==> src/rtl/transform_pkg.sv <==
// Per-instance transform record held in the raster memory.
package transform_pkg;

  typedef struct packed {
    logic [15:0] m00;
    logic [15:0] m11;
    logic [15:0] tx;
    logic [15:0] ty;
  } transform_t;

endpackage

==> src/rtl/tri_fetch_pkg.sv <==
// Shared state type and index-triple field layout for the triangle fetcher.
package tri_fetch_pkg;

  typedef enum logic [3:0] {
    ST_IDLE,
    ST_INST_RD,
    ST_INST_LATCH,
    ST_TRI_RD,
    ST_TRI_LATCH,
    ST_V0,
    ST_V1,
    ST_V2,
    ST_V3,
    ST_OUT,
    ST_NEXT_INST
  } fetch_state_t;

  // Field numbers inside a packed index triple; i0 sits in the low bits.
  localparam int IDX_F0 = 0;
  localparam int IDX_F1 = 1;
  localparam int IDX_F2 = 2;

  function automatic int idx_lsb(input int field, input int vidx_w);
    return field * vidx_w;
  endfunction

endpackage

==> src/rtl/vertex_pkg.sv <==
// Vertex record shared by the raster memory and the transform/raster stage.
package vertex_pkg;

  typedef struct packed {
    logic [15:0] x;
    logic [15:0] y;
    logic [15:0] z;
  } vertex_t;

endpackage

==> src/rtl/tri_fetch.sv <==
// Frame-side reader: walks instances and their triangle lists, fetches three
// vertices plus the instance transform, and hands out one triangle per handshake.
module tri_fetch
  import tri_fetch_pkg::*;
  import vertex_pkg::*;
  import transform_pkg::*;
#(
  parameter int MAX_INST = 256,
  parameter int IID_W    = $clog2(MAX_INST),
  parameter int MAX_VERT = 8192,
  parameter int VA_W     = $clog2(MAX_VERT),
  parameter int MAX_TRI  = 8192,
  parameter int TA_W     = $clog2(MAX_TRI),
  parameter int VIDX_W   = 8,
  parameter int TIDX_W   = 8,
  parameter int TRI_W    = 3 * VIDX_W
) (
  input  logic              clk,
  input  logic              rst,
  input  logic              frame_start,
  input  logic [IID_W:0]    num_inst,
  output logic              busy,
  output logic              frame_done,
  output logic [IID_W-1:0]  inst_id_rd,
  output logic [TA_W-1:0]   tri_addr_rd,
  output logic [VA_W-1:0]   vert_addr_rd,
  input  logic [VA_W-1:0]   vert_base_in,
  input  logic [VIDX_W-1:0] vert_count_in,
  input  logic [TA_W-1:0]   tri_base_in,
  input  logic [TIDX_W-1:0] tri_count_in,
  input  logic [TRI_W-1:0]  idx_tri_in,
  input  vertex_t           vert_in,
  input  transform_t        transform_in,
  output logic              out_valid,
  input  logic              out_ready,
  output vertex_t           out_v0,
  output vertex_t           out_v1,
  output vertex_t           out_v2,
  output transform_t        out_transform,
  output logic [IID_W-1:0]  out_inst_id,
  output logic              out_idx_err
);

  localparam int I0_LSB = idx_lsb(IDX_F0, VIDX_W);
  localparam int I1_LSB = idx_lsb(IDX_F1, VIDX_W);
  localparam int I2_LSB = idx_lsb(IDX_F2, VIDX_W);

  fetch_state_t      state;
  logic [IID_W:0]    num_inst_q;
  logic [IID_W:0]    inst_ctr;
  logic [VA_W-1:0]   vbase;
  logic [VIDX_W-1:0] vcount;
  logic [TA_W-1:0]   tbase;
  logic [TIDX_W-1:0] tcount;
  logic [TIDX_W-1:0] tri_ctr;
  logic [VIDX_W-1:0] idx1;
  logic [VIDX_W-1:0] idx2;

  logic [VIDX_W-1:0] i0_in;
  logic [VIDX_W-1:0] i1_in;
  logic [VIDX_W-1:0] i2_in;
  logic [TIDX_W:0]   tri_next;
  logic [IID_W:0]    inst_next;

  assign i0_in     = idx_tri_in[I0_LSB +: VIDX_W];
  assign i1_in     = idx_tri_in[I1_LSB +: VIDX_W];
  assign i2_in     = idx_tri_in[I2_LSB +: VIDX_W];
  assign tri_next  = {1'b0, tri_ctr} + (TIDX_W+1)'(1);
  assign inst_next = inst_ctr + (IID_W+1)'(1);

  // Vertex reads are pipelined: each address issued one state ahead of the capture.
  always_ff @(posedge clk) begin
    if (rst) begin
      state         <= ST_IDLE;
      num_inst_q    <= '0;
      inst_ctr      <= '0;
      vbase         <= '0;
      vcount        <= '0;
      tbase         <= '0;
      tcount        <= '0;
      tri_ctr       <= '0;
      idx1          <= '0;
      idx2          <= '0;
      busy          <= 1'b0;
      frame_done    <= 1'b0;
      inst_id_rd    <= '0;
      tri_addr_rd   <= '0;
      vert_addr_rd  <= '0;
      out_valid     <= 1'b0;
      out_v0        <= '0;
      out_v1        <= '0;
      out_v2        <= '0;
      out_transform <= '0;
      out_inst_id   <= '0;
      out_idx_err   <= 1'b0;
    end else begin
      frame_done <= 1'b0;
      case (state)
        ST_IDLE: begin
          if (frame_start) begin
            num_inst_q <= num_inst;
            if (num_inst == '0) begin
              frame_done <= 1'b1;
            end else begin
              inst_ctr   <= '0;
              inst_id_rd <= '0;
              busy       <= 1'b1;
              state      <= ST_INST_RD;
            end
          end
        end
        ST_INST_RD: state <= ST_INST_LATCH;
        ST_INST_LATCH: begin
          vbase         <= vert_base_in;
          vcount        <= vert_count_in;
          tbase         <= tri_base_in;
          tcount        <= tri_count_in;
          out_transform <= transform_in;
          out_inst_id   <= inst_id_rd;
          if (tri_count_in == '0) begin
            state <= ST_NEXT_INST;
          end else begin
            tri_ctr     <= '0;
            tri_addr_rd <= tri_base_in;
            state       <= ST_TRI_RD;
          end
        end
        ST_TRI_RD: state <= ST_TRI_LATCH;
        ST_TRI_LATCH: begin
          idx1         <= i1_in;
          idx2         <= i2_in;
          out_idx_err  <= (i0_in >= vcount) || (i1_in >= vcount) || (i2_in >= vcount);
          vert_addr_rd <= vbase + VA_W'(i0_in);
          state        <= ST_V0;
        end
        ST_V0: begin
          vert_addr_rd <= vbase + VA_W'(idx1);
          state        <= ST_V1;
        end
        ST_V1: begin
          out_v0       <= vert_in;
          vert_addr_rd <= vbase + VA_W'(idx2);
          state        <= ST_V2;
        end
        ST_V2: begin
          out_v1 <= vert_in;
          state  <= ST_V3;
        end
        ST_V3: begin
          out_v2    <= vert_in;
          out_valid <= 1'b1;
          state     <= ST_OUT;
        end
        ST_OUT: begin
          if (out_ready) begin
            out_valid <= 1'b0;
            if (tri_next < {1'b0, tcount}) begin
              tri_ctr     <= tri_next[TIDX_W-1:0];
              tri_addr_rd <= tbase + TA_W'(tri_next);
              state       <= ST_TRI_RD;
            end else begin
              state <= ST_NEXT_INST;
            end
          end
        end
        ST_NEXT_INST: begin
          if (inst_next < num_inst_q) begin
            inst_ctr   <= inst_next;
            inst_id_rd <= inst_id_rd + IID_W'(1);
            state      <= ST_INST_RD;
          end else begin
            frame_done <= 1'b1;
            busy       <= 1'b0;
            state      <= ST_IDLE;
          end
        end
        default: state <= ST_IDLE;
      endcase
    end
  end

endmodule

==> config.mk <==
export PLATFORM = sky130hd
export DESIGN_NAME = tri_fetch
export DESIGN_NICKNAME = d
export VERILOG_FILES = /design/src/rtl/transform_pkg.sv /design/src/rtl/tri_fetch_pkg.sv /design/src/rtl/vertex_pkg.sv /design/src/rtl/tri_fetch.sv
export SDC_FILE = /design/constraint.sdc
export NUM_CORES = 1
export LEC_CHECK = 0
export ABC_AREA = 1
export CAP_MARGIN = 20
export CORE_UTILIZATION = 51
export DETAILED_ROUTE_END_ITERATION = 10
export GPL_TIMING_DRIVEN = 0
export PLACE_DENSITY = 0.88
export REMOVE_ABC_BUFFERS = 1
export SLEW_MARGIN = 20
export SYNTH_ARGS = -nofsm -noshare
export SYNTH_HDL_FRONTEND = slang
export SYNTH_SLANG_ARGS = --single-unit
==> constraint.sdc <==
create_clock -name clk -period 5.65 [get_ports clk]
set_clock_uncertainty 0.05 [all_clocks]
set_input_delay 1.13 -clock clk [delete_from_list [all_inputs] [get_ports clk]]
set_output_delay 1.13 -clock clk [all_outputs]
set_load 0.005 [all_outputs]
# == After elaboration in Yosys (flattened, before gate mapping) ==
# Cells that the tools add are included.
# totals
regBits,342
out_inout_bits,254
n_memories,0
inputBits,191
latch_bits,0
ram_bits,0
mem_bits_ro,0
# op_classes
n_mux,34
div_mod_pow,0
shifts,0
n_mul,0
bitwise_logic,0
order_cmp,5
n_reduce_logical,15
n_addsub,7
n_eq_ne,17
# ops
operator,n
$mux W8,6
$pmux W4 S11,1
$add A13 B8 Y13,3
$mux W13,3
$pmux W13 S3,1
$pmux W8 S2,2
$mux W9,3
$pmux W13 S2,1
$ge A8 B8 Y1,3
$mux W4,5
$pmux W9 S2,1
$eq A4 B3 Y1 const B,4
$ne A2 B2 Y1 const B,7
$add A13 B9 Y13,1
$eq A4 B4 Y1 const B,3
$reduce_and A4 Y1,3
$add A8 B1 Y9 const B,1
$add A9 B1 Y9 const B,1
$logic_not A9 Y1,1
$lt A9 B8 Y1,1
$lt A9 B9 Y1,1
$add A8 B1 Y8 const B,1
$eq A4 B2 Y1 const B,2
$logic_not A8 Y1,1
other kinds (9),22

# == Longest topological paths before layout ==
# logic_depth
depth_word,5
ltp_mapped,20
mapped_depth_nobuf,20

# == Least setup slack after synthesis ==
# No wires, ideal clock.
# synth_path
path_kind,input to register
from,input idx_tri_in[0]
to,register vert_addr_rd[12]
t_required_ns,5.483
n_path_buf,0
t_arrival_ns,2.748
setup_slack_ns,2.735
cell_stages,12
cell_sequence,inv_1 o211ai_1 ha_1 inv_1 fa_1 nand3b_1 nand2_1 nand3_1 nand3_1 a21boi_0 nor3b_1 nor2_1
# synth_via
elab_chain_len,2
# synth_rtl
item,line_no,rtl
from (decl),tri_fetch.sv:31,"input logic [TRI_W-1:0] idx_tri_in,"
$add A13 B8 Y13,tri_fetch.sv:133,vert_addr_rd <= vbase + VA_W'(i0_in);
$pmux W13 S3,tri_fetch.sv:98,case (state)
to (signal assigned),tri_fetch.sv:133,
to (signal assigned),tri_fetch.sv:137,vert_addr_rd <= vbase + VA_W'(idx1);
to (signal assigned),tri_fetch.sv:142,vert_addr_rd <= vbase + VA_W'(idx2);
to (decl),tri_fetch.sv:26,"output logic [VA_W-1:0] vert_addr_rd,"
# No other way between the ends.
# A chain may end at the register's enable or synchronous reset.

# == Worst setup path after layout ==
# layout_path
from,register state[1]
to,register vert_addr_rd[7]
# layout_via
elab_chain_len,2
elab_cells_between_ends,5
# layout_rtl
item,line_no,rtl
from (decl),tri_fetch.sv:48,fetch_state_t state;
from (signal assigned),tri_fetch.sv:74,state <= ST_IDLE;
from (signal assigned),tri_fetch.sv:108,state <= ST_INST_RD;
from (signal assigned),tri_fetch.sv:112,ST_INST_RD: state <= ST_INST_LATCH;
$eq A4 B3 Y1,tri_fetch.sv:98,
$pmux W13 S3 or $reduce_bool A3 Y1 (tied branches),-,
# Parallel ways exist; a longest one is shown, timed or not.

==> metrics.log <==
[metrics] outcome: completed
[metrics] area added between synthesis and finish: 40.4%
[metrics] DRC marker count from the first detailed-route iteration: about 1200
[metrics] startpoint of the tightest hold check path: tcount[6]
[metrics] data arrival time at the worst-slack endpoint: between 4000 and 5000 ps
[metrics] warnings from Yosys: 0
[metrics] Die X: 172 um
[metrics] average size of a mapped cell: between 7 and 8 um^2
[metrics] post-CTS setup-driven buffer insertion count: 0
[metrics] Skew-Pair Late Insertion Delay: between 500 and 600 ps
[metrics] count of buffers from port buffering: 444
[metrics] CP Cell Sequence: inv_2 -> nor2_4 -> inv_2 -> nor2_4 -> inv_4 -> nand2_1 -> nand3_1 -> o21ai_1 -> inv_1 -> ha_1 -> nand2_1 -> o21ai_0 -> a21oi_1 -> or2_2 -> nand3_1 -> o211ai_1 -> inv_1
[metrics] most frequent standard cell in the layout excluding fill and tap cells: nor2_1
[metrics] depth of the worst register-to-register path: 17
[metrics] first-pass GRT wire length: 73.9 mm
[metrics] Max-Cap Viols: 0
[metrics] clock transition at the register clock pins on the worst setup and hold paths after CTS: roughly 60 ps
[metrics] Clk pwr share: 0.399
[metrics] Inserted Clock Buffers: 37
[metrics] power density over the cells: slightly below 300 nW/um^2
[metrics] total grt overflow: 0
[metrics] fraction of met3 tracks used by global routing: 0.0861
[metrics] core occupancy in the finished layout: 0.736
[metrics] Seq/Total Area, Yosys: 0.467
[metrics] final instance count without filler cells: roughly 2800
[metrics] area of the die: slightly below 30000 um^2
[metrics] final-report hold violation count: 0
[metrics] clk sink count: roughly 340
[metrics] number of core rows: a little over 60
[metrics] kind of end point of the critical path: register
[metrics] GRT Resource Usage Total: 0.317
[metrics] placed wire-length estimate: 32.8 mm
[metrics] routability congestion estimate: about 0.94
[metrics] critical setup path kind: register to register
[metrics] height of the chip: 172 um
[metrics] cell depth of the worst hold path: 2
[metrics] relative contribution of sequential cells to total power: 0.433
[metrics] cell taking the most area after synthesis: dfxtp_1
[metrics] post-route worst setup slack: 1810 ps
[metrics] wire length per cell: 17.3 um
[metrics] switching part of the total: 0.264
[metrics] core area: around 28000 um^2
[metrics] switching power: between 1.5 and 2 mW
[metrics] Post-Route WL: between 40 and 50 mm
[metrics] combinational share of power: 0.168
[metrics] Crit Path Max Fanout: 55
[metrics] largest net degree at the start of global routing: 139
[metrics] Worst R2R End: vert_addr_rd[7]
[metrics] library cell used as clock root buffer: clkbuf_16
[metrics] Most Used Layer, Global Route: met2
[metrics] first-pass iteration count of the detailed router: 6
[metrics] fin. max-slew vios: 0
[metrics] number of buffers and inverters on the critical path: 5
[metrics] met1 GRT Util: 0.357
[metrics] relative max-transition margin: 0.386
[metrics] global-route met2 utilization: 0.554
[metrics] maximum level of the CTS H-tree: 2
[metrics] Via density: 5.39
[metrics] setup repair after global routing missed its margin: no
[metrics] ports placed on the boundary: between 400 and 500
[metrics] fin nets: between 2000 and 3000
[metrics] required arrival time at the worst endpoint: ~6100 ps
[metrics] highest clock rate: 261 MHz
[metrics] library cells used by synthesis: 39
[metrics] CTS resizes: 0
[metrics] number of standard cells after synthesis: 2002
[metrics] antenna violations before repair: 5
[metrics] Critical Path Start Type: register
[metrics] startpoint of the worst register-to-register path: state[1]
[metrics] total placed cells including tap cells: ~2700
[metrics] netlist area before placement: 14700 um^2
[metrics] gate family responsible for the most delay along the worst path: simple AND/OR/NAND/NOR gates
[metrics] post-detailed-route DRC marker count: 0
[metrics] total number of vias: 15075
[metrics] hold crit path type: register to register
[metrics] Static Leak: between 8 and 9 nW
[metrics] Synth top area share: 0.467
[metrics] FF+latch count, synth: 342
[metrics] total of endpoints with negative setup slack in the final report: 0
[metrics] commonest non-fill, non-tap cells in the layout: 584 x nor2_1, 443 x clkdlybuf4s50_1, 342 x dfxtp_1, 308 x o21ai_0, 204 x nand2_1
[metrics] number of nets with antenna violations after routing: 0
[metrics] peak supply drop: roughly 0.28 mV
[metrics] share of post-route cells with drive strength above 1: 0.0472
[metrics] vias in the first global route: roughly 15000
[metrics] leading cell types by total area after synthesis: dfxtp_1 47%, nor2_1 15%, o21ai_0 11%
[metrics] end point of the worst hold path: tcount[6]
[metrics] reg2reg setup slack: 1810 ps
[metrics] crit share post-route: 0.679
[metrics] Worst path max stage delay: about 570 ps
[metrics] post-layout min period: between 3000 and 4000 ps
[metrics] Initial Util: 0.524
[metrics] count of hold-fix buffers inserted at cts: 0
[metrics] worst slack after detailed placement: between 1500 and 2000 ps
[metrics] worst slew pin tran: just over 900 ps
[metrics] TritonCTS clock tree: done
[metrics] Internal Power: approximately 4.5 mW
[metrics] CTS Buffer Depth: 3
[metrics] cell with the largest stage delay on the worst path: nor2_4
==> routing by layer <==
layer	wire length, um	share of wire	vias to the layer above
met5	0	0	-
met1	18900	0.39	7050
met4	2020	0.042	0
met2	23200	0.48	633
met3	4250	0.088	132
li1	-	-	7260
==> state kept, by name, indices dropped and copies added, names as in the netlist, 9 cells and up <==
signal and cells:
out_transform 64, out_v0 48, out_v1 48, out_v2 48
tbase 13, tri_addr_rd 13, vbase 13, vert_addr_rd 13
inst_ctr 9, num_inst_q 9
==> cell type report <==
class,instances,area [um^2]
Tap cell,378,473
Sequential cell,342,6850
Antenna cell,5,12.5
Clock buffer,56,1110
Clock inverter,9,110
Multi-Input combinational cell,1429,6940
Inverter,126,485
Timing Repair Buffer,452,4630
Fill cell,2069,7400
==> tightest hold or removal path, stage by stage (launching register included) <==
cell and delay [ps]:
dfxtp_1 300, inv_1 60, a21oi_1 50
==> cell families (layout without fill, tap and decap cells) <==
| family | after synthesis | after routing | synth area share |
|---|---|---|---|
| flops | 342 | 342 | 0.467 |
| fa+ha+maj | 61 | 61 | 0.0530 |
| compound gates | 444 | 444 | 0.158 |
| buf+inv | 231 | 643 | 0.0628 |
| other cells | 0 | 5 | 0 |
| xor+xnor | 22 | 22 | 0.0131 |
| simple gates | 902 | 902 | 0.247 |
==> through the flow <==
step                      power, mW  hold WS [ps]  cell area, um^2  setup TNS [ps]
final                          6.10           413            20600               0
after global routing           6.35           431            20600               0
after CTS                      6.11           413            20600               0
after detailed placement       3.70           405            19400               0
after global placement         3.66           395            19100        -1348070
after floorplan                3.20           382            14200               0
==> power groups by stage <==
stage	combinational [mW]	clock, mW	sequential [mW]
final	1.02	2.44	2.64
after global routing	1.13	2.56	2.66
after CTS	1.02	2.45	2.64
after detailed placement	1.01	0	2.69
after global placement	0.977	0	2.68
after floorplan	0.516	0	2.69
==> cell usage after synthesis (all sizes together) <==
master / count
o22ai: 1
xor2: 19
xnor2: 3
o21bai: 4
fa: 2
ha: 59
dfxtp: 342
inv: 124
nand2: 212
nor3: 4
o21ai: 314
buf: 24
and3: 1
a211oi: 1
or2: 5
nor3b: 2
a21oi: 110
clkbuf: 81
nand3: 64
nor2: 596
o211ai: 7
a21boi: 1
o21a: 6
nand4: 15
clkinv: 2
nand3b: 3
==> worst max-delay path by stage <==
stage,start,to,slack [ps],depth (start not counted)
after global routing,state[1],vert_addr_rd[7],1580,17
final,state[1],vert_addr_rd[7],1810,17
after floorplan,rst,vert_addr_rd[10],360,3
after detailed placement,state[2],vert_addr_rd[7],1900,17
after global placement,rst,vbase[1],-5170,4
after CTS,state[1],vert_addr_rd[7],1840,17
Power figures use the tool's default switching activity.
